[config.mk]
export PLATFORM = sky130hd
export DESIGN_NAME = nibble_serial_sub
export DESIGN_NICKNAME = d
export VERILOG_FILES = /design/src/rtl/nibble_serial_sub.sv
export SDC_FILE = /design/constraint.sdc
export NUM_CORES = 1
export LEC_CHECK = 0
export ABC_CLOCK_PERIOD_IN_PS = 2800
export CAP_MARGIN = 20
export CORE_UTILIZATION = 45
export CTS_CLUSTER_DIAMETER = 150
export CTS_CLUSTER_SIZE = 24
export DETAILED_ROUTE_END_ITERATION = 8
export PLACE_DENSITY_LB_ADDON = 0.25
export SLEW_MARGIN = 5
export SYNTH_ARGS = -nofsm -noshare
export SYNTH_HDL_FRONTEND = slang
export SYNTH_SLANG_ARGS = --single-unit
[constraint.sdc]
create_clock -name clk -period 2.8 [get_ports clk]
set_input_delay 0.28 -clock clk [delete_from_list [all_inputs] [get_ports clk]]
set_output_delay 0.28 -clock clk [all_outputs]
set_load 0.02 [all_outputs]
[src/rtl/nibble_serial_sub.sv]
// -----------------------------------------------------------------------------
// nibble_serial_sub
//
// Multi-cycle unsigned subtractor: res = a - b - bin over a 4*NIBBLES-bit word.
// One 4-bit nibble is processed per clock, least-significant nibble first, as
// a_n + ~b_n + c with the carry c held in a register between nibbles. Final
// borrow is the inverted carry out of the top nibble.
//
// Parameters:
//   NIBBLES  number of 4-bit nibbles (1..16), word width W = 4*NIBBLES
//
// Ports:
//   clk    in   1  sole clock, rising edge
//   rst    in   1  synchronous active-high reset, priority over start
//   start  in   1  request a new subtraction, sampled in IDLE and DONE
//   a      in   W  minuend, latched on an accepted start
//   b      in   W  subtrahend, latched on an accepted start
//   bin    in   1  borrow-in, latched on an accepted start
//   busy   out  1  high while nibbles are being processed (RUN)
//   done   out  1  one-cycle pulse, res/bout valid
//   res    out  W  difference modulo 2^W
//   bout   out  1  final borrow (a < b + bin)
//
// Build option:
//   NSUB_SATURATE_EN  when defined, res is forced to zero whenever the final
//                     borrow is set (unsigned floor saturation); bout still 1.
// -----------------------------------------------------------------------------
module nibble_serial_sub #(
    parameter int NIBBLES = 4
) (
    input  logic                   clk,
    input  logic                   rst,
    input  logic                   start,
    input  logic [4*NIBBLES-1:0]   a,
    input  logic [4*NIBBLES-1:0]   b,
    input  logic                   bin,
    output logic                   busy,
    output logic                   done,
    output logic [4*NIBBLES-1:0]   res,
    output logic                   bout
);

    localparam int W    = 4 * NIBBLES;
    localparam int IDXW = (NIBBLES > 1) ? $clog2(NIBBLES) : 1;
    localparam logic [IDXW-1:0] IDX_ONE  = IDXW'(1);
    localparam logic [IDXW-1:0] IDX_LAST = IDXW'(NIBBLES - 1);

    // One-hot so busy/done are each a direct decode of a single state flop.
    typedef enum logic [2:0] {
        ST_IDLE = 3'b001,
        ST_RUN  = 3'b010,
        ST_DONE = 3'b100
    } state_t;

    state_t            state_r;
    state_t            state_nxt_s;
    logic              accept_s;
    logic              last_s;
    logic [4:0]        slice_s;
    logic [3:0]        nib_a_s;
    logic [3:0]        nib_b_s;
    logic [W-1:0]      a_r;
    logic [W-1:0]      b_r;
    logic              c_r;
    logic [IDXW-1:0]   idx_r;
    logic [W-1:0]      res_r;
    logic              bout_r;
    logic              busy_s;
    logic              done_s;

    // 4-bit subtract slice: {carry_out, sum} = a_n + ~b_n + c.
    function automatic logic [4:0] nibble_sub_slice(
        input logic [3:0] a_n,
        input logic [3:0] b_n,
        input logic       c_in
    );
        return {1'b0, a_n} + {1'b0, ~b_n} + {4'b0000, c_in};
    endfunction

    // Current nibble selection and slice evaluation.
    always_comb begin
        nib_a_s = a_r[{idx_r, 2'b00} +: 4];
        nib_b_s = b_r[{idx_r, 2'b00} +: 4];
        slice_s = nibble_sub_slice(nib_a_s, nib_b_s, c_r);
        if (idx_r == IDX_LAST) begin
            last_s = 1'b1;
        end else begin
            last_s = 1'b0;
        end
    end

    // State register.
    always_ff @(posedge clk) begin
        if (rst) begin
            state_r <= ST_IDLE;
        end else begin
            state_r <= state_nxt_s;
        end
    end

    // Next-state logic and start acceptance (IDLE or DONE only).
    always_comb begin
        state_nxt_s = ST_IDLE;
        accept_s    = 1'b0;
        case (state_r)
            ST_IDLE: begin
                if (start) begin
                    accept_s    = 1'b1;
                    state_nxt_s = ST_RUN;
                end else begin
                    state_nxt_s = ST_IDLE;
                end
            end
            ST_RUN: begin
                if (last_s) begin
                    state_nxt_s = ST_DONE;
                end else begin
                    state_nxt_s = ST_RUN;
                end
            end
            ST_DONE: begin
                if (start) begin
                    accept_s    = 1'b1;
                    state_nxt_s = ST_RUN;
                end else begin
                    state_nxt_s = ST_IDLE;
                end
            end
            default: begin
                state_nxt_s = ST_IDLE;
            end
        endcase
    end

    // Output decode from the state register.
    always_comb begin
        busy_s = 1'b0;
        done_s = 1'b0;
        case (state_r)
            ST_IDLE: begin
                busy_s = 1'b0;
            end
            ST_RUN: begin
                busy_s = 1'b1;
            end
            ST_DONE: begin
                done_s = 1'b1;
            end
            default: begin
                busy_s = 1'b0;
            end
        endcase
    end

    // Operand latch, carry chain, nibble index and result collection.
    always_ff @(posedge clk) begin
        if (rst) begin
            a_r    <= '0;
            b_r    <= '0;
            c_r    <= 1'b0;
            idx_r  <= '0;
            res_r  <= '0;
            bout_r <= 1'b0;
        end else if (accept_s) begin
            // Carry-in is the inverse of the borrow-in (two's complement).
            a_r   <= a;
            b_r   <= b;
            c_r   <= ~bin;
            idx_r <= '0;
        end else if (state_r == ST_RUN) begin
            c_r <= slice_s[4];
            if (last_s) begin
                idx_r  <= '0;
                bout_r <= ~slice_s[4];
`ifdef NSUB_SATURATE_EN
                if (!slice_s[4]) begin
                    res_r <= '0;
                end else begin
                    res_r[{idx_r, 2'b00} +: 4] <= slice_s[3:0];
                end
`else
                res_r[{idx_r, 2'b00} +: 4] <= slice_s[3:0];
`endif
            end else begin
                idx_r <= idx_r + IDX_ONE;
                res_r[{idx_r, 2'b00} +: 4] <= slice_s[3:0];
            end
        end
    end

    assign busy = busy_s;
    assign done = done_s;
    assign res  = res_r;
    assign bout = bout_r;

endmodule

**Yosys cells after proc, flatten, opt, wreduce, memory -nomap -nowiden**

Index checks and enable logic that the tools add are counted.

- Bits in registers: 55
- Input port bits: 36
- Output and inout port bits: 19
- Logic and storage cells: 40

- Add/subtract/negate cells: 4
- Equality and inequality tests: 4
- Shifts and indexed selects: 4
- Muxes and demuxes: 12
- Bitwise operators: 4
- Reductions and logical operators: 5

Operators by type and width:

| operator | count |
|---|---|
| $shiftx 16x5->4 | 2 |
| $bwmux 16 | 1 |
| $shift 4x6->16 const A | 1 |
| $shiftx 4x6->16 | 1 |
| $mux 1 | 7 |
| $neg 4->6 | 1 |
| $pmux 3 s2 | 1 |
| $add 4x4->5 | 1 |
| $add 5x1->5 | 1 |
| $mux 2 | 2 |
| $not 4->4 | 1 |
| $reduce_or 2->1 | 2 |
| $eq 3x1->1 const B | 1 |
| $eq 3x2->1 const B | 1 |
| $eq 3x3->1 const B | 1 |
| $mux 3 | 1 |
| $not 1->1 | 3 |
| $reduce_and 3->1 | 1 |
| $add 2x1->2 const B | 1 |
| $eq 2x2->1 const B | 1 |
| $reduce_and 2->1 | 1 |
| $reduce_bool 2->1 | 1 |

**Longest topological paths before layout**

Gate-level depths: netlist (run 1).

- Word-level depth: 6
- Depth in mapped cells: 9
- Depth with buffers taken out: 8

**Least setup slack after synthesis (run 1)**

Ideal clock, no wire load.

- Path type: reg2reg
- From: reg idx_r[0]
- To: reg c_r
- Arrival: 2.733 ns
- Data required time: 2.730 ns
- Setup slack: -0.004 ns
- Stages on the path, launching flop included: 9
- Cell sequence: dfxtp_1 buf_2 mux4_2 fa_1 fa_1 nand2b_1 o2bb2ai_1 a211o_1 a21oi_1

- Cells in the longest elaborated chain, start to end: 6
- Elaborated cells on any way between the ends: 7

RTL lines:

| what | RTL line | text |
|---|---|---|
| start: declaration | 65 | `logic [IDXW-1:0] idx_r;` |
| start signal: assignment | 185 | `idx_r <= idx_r + IDX_ONE;` |
| $shiftx 16x5->4 | 83 | `nib_b_s = b_r[{idx_r, 2'b00} +: 4];` |
| $not 4->4 | 77 | `return {1'b0, a_n} + {1'b0, ~b_n} + {4'b0000, c_in};` |
| $add 4x4->5 (*) | 77 |  |
| $add 5x1->5 (*) | 77 |  |
| $mux 1 (*) | 170 | `end else if (state_r == ST_RUN) begin` |
| $mux 1 (*) | 164 | `end else if (accept_s) begin` |
| end signal: assignment | 168 | `c_r <= ~bin;` |
| end signal: assignment | 171 | `c_r <= slice_s[4];` |
| end: declaration | 64 | `logic c_r;` |

Mark *: on every way between the ends. The rest lies on a longest branch, timed or not. The select of a mux whose other input is x is not followed.
A chain may end at the register's enable or synchronous reset.

**Final worst setup path (run 1)**

Ends and elaborated chain as after synthesis.

==> out/metrics.cfg, run 1 <==
[run_status]
status = finished clean

[hold_path]
holdPathStages = 2
hp-start = a_r[6]$_SDFFE_PP0P_
min-delay-path-class = flip-flop to flip-flop
min_to = a_r[6]$_SDFFE_PP0P_

[timing]
finalHoldViolCount = 0
holdWs_ns = 0.458
grt_setup_unrepaired = false
fmax_mhz = 386
tightest_slew_ns = 0.761
finalCritPeriodShare = 0.926
period_minus_slack_ns = 2.59
finalSetupViolCount = 0
skew_ns = 0.00920
final_max_slew_viol_count = 0
max-slew-margin-rel = 0.492
finalSetupTns_ns = 0

[global_routing]
track_usage = 0.189
grt_pass1_vias = 1874
grt_max_degree = 43
grt_first_pass_wirelength_um = 8740
grt_overflow = 0
antenna_found_initial = 0

[finish]
nets = 379
post_route_cells_drive_above_1_share = 0.0811
fillers = 469
area_growth_pct = 30.8
final_common_cell = nand2_1
diodes = 0
final_cell_mix = 73 x nand2_1, 55 x dfxtp_1, 53 x clkdlybuf4s50_1
utilization = 0.622

[critical_path]
rr_startpoint = idx_r[0]$_SDFFE_PP0P_
critPathCaptureType = flip-flop
setup.worst_path.class = flip-flop to flip-flop
rrSetupSlack_ns = 0.21
rr_worst_depth = 9
cp.arrival_ns = 2.83
start_kind = flip-flop
timing.rr.end = c_r$_SDFFE_PP0P_
cp_data_required_time_ns = 3.04
crit_fanout = 17

[clocking]
cts_buffer_depth = 2
path_clk_slew_ns = 0.10
cts_sinks = 55
cts_tree = done
cts_setup_buffers = 0
cts_max_level = 2
cts_inserted_buffers = 5
hold_buffers = 0
clk_latency_ns = 0.31
ctsResizeCount = 0
cts-root-buf = clkbuf_8

[floorplanning]
die_h_um = 76.2
io_pins = 55
num_rows = 26
die_w_um = 76.2
start_util = 0.476
die_area_um2 = 5810
core_um2 = 5200

[power]
power.total_mw = 1.73
p_leak_nw = 1.19
pwr_density_cell_nw_per_um2 = 533
ir_drop_uv = 318

[logic_synthesis]
syn-num-nets = 327
synthArstFlopShare = 0
synthesis.area_um2 = 2480
synth_ff_type = dfxtp_1
synth.ff_latch_count = 55
ys_types = 36
synth-edff-count = 0
netlist_instances = 280
synth-seq-area-share = 0.444
yosysWarnings = 0
synth_area_per_cell_um2 = 8.85

[place]
hpwl_um = 3680
routabilityCongestion = 0.797
port_buffers = 54

[drt]
viasPerCell = 5.17
vias = 2083
wire_per_inst_um = 12.7
drt_iter0_drc = 121
drc_errors = 0
drtPass1Iterations = 4
wl_um = 5130
postRouteAntennaNets = 0

[flow_run]
maxCapViolCount = 0

flip-flops by register name, indices dropped and copies added (netlist names):
register,cells
a_r,16
b_r,16
bout,1
c_r,1
idx_r,2
res,16
state_r,3
cells in the mapped netlist (2+ instances only):
library cell	n	area, µm²
or3_1	2	12.5
mux2i_1	2	20.0
a21oi_1	39	195
buf_2	8	40.0
xnor2_1	2	17.5
ha_1	9	113
nand2_1	73	274
nand2b_1	4	25.0
nand4_1	2	12.5
clkbuf_1	8	30.0
nor3_1	2	10.0
nor2_1	18	67.6
nand4b_1	2	17.5
nand3_1	3	15.0
a2bb2oi_1	10	87.6
o31ai_1	2	15.0
dfxtp_1	55	1100
mux4_2	8	180
fa_1	2	40.0
inv_1	10	37.5
nand3b_1	3	22.5
o21ai_0	2	10.0
routing by layer:
layer  vias to the layer above  GRT usage  share of wire
li1                       1052          -              -
met4                         0     0.0942          0.020
met2                        52      0.290           0.47
met3                         8     0.0371          0.032
met5                         -          0              0
met1                       971      0.253           0.48
through the flow:
step / setup WS (ns) / cells / instance area, µm²
floorplan: 0.0647 / 280 / 2480
global placement: 0.333 / 394 / 3080
detailed placement: 0.227 / 394 / 3080
CTS: 0.197 / 402 / 3210
global route: 0.0395 / 403 / 3240
finish: 0.208 / 403 / 3240
power breakdown:
part / internal (mW) / switching, mW / total, mW
Clock: 0.357 / 0.264 / 0.621
Sequential: 0.817 / 0.0200 / 0.837
Combinational: 0.141 / 0.127 / 0.268
worst max-delay path, cell delays in order, from the launching register on:
cell and delay [ns]:
dfxtp_1 0.33, buf_4 0.21, mux4_2 0.36, inv_1 0.06, fa_1 0.41, fa_1 0.41, nand2b_1 0.17, o2bb2ai_1 0.15
a211o_1 0.30, a21oi_1 0.12
worst max-delay path by stage:
stage | from | depth (start not counted) | to | slack (ns)
floorplan | idx_r[0]$_SDFFE_PP0P_ | 8 | c_r$_SDFFE_PP0P_ | 0.06
detailed placement | idx_r[0]$_SDFFE_PP0P_ | 9 | c_r$_SDFFE_PP0P_ | 0.23
CTS | idx_r[0]$_SDFFE_PP0P_ | 9 | c_r$_SDFFE_PP0P_ | 0.20
global placement | idx_r[0]$_SDFFE_PP0P_ | 9 | c_r$_SDFFE_PP0P_ | 0.33
global route | idx_r[0]$_SDFFE_PP0P_ | 9 | c_r$_SDFFE_PP0P_ | 0.04
finish | idx_r[0]$_SDFFE_PP0P_ | 9 | c_r$_SDFFE_PP0P_ | 0.21
kinds of logic after synthesis:
group / count (synthesis) / synth area share
compound gates: 58 / 0.140
xor+xnor: 2 / 0.00707
fa+ha+maj: 11 / 0.0616
buf+inv: 26 / 0.0434
flops: 55 / 0.444
mux: 10 / 0.0808
simple gates: 118 / 0.222
final cells by class:
type / count / area (µm²) / share of cell area
Clock inverter: 3 / 67.6 / 0.0209
Sequential cell: 55 / 1100 / 0.340
Timing Repair Buffer: 61 / 608 / 0.188
Inverter: 10 / 37.5 / 0.0116
Tap cell: 70 / 87.6 / 0.0270
Clock buffer: 5 / 68.8 / 0.0212
Multi-Input combinational cell: 199 / 1270 / 0.392
Note: power is estimated with default switching activity, not from simulation.
==> run 2: changes to the inputs <==
- TNS_END_PERCENT: unset -> 30
==> results of run 2 <==
Same layout as run 1: the final DEF is identical, and so are final timing and power.
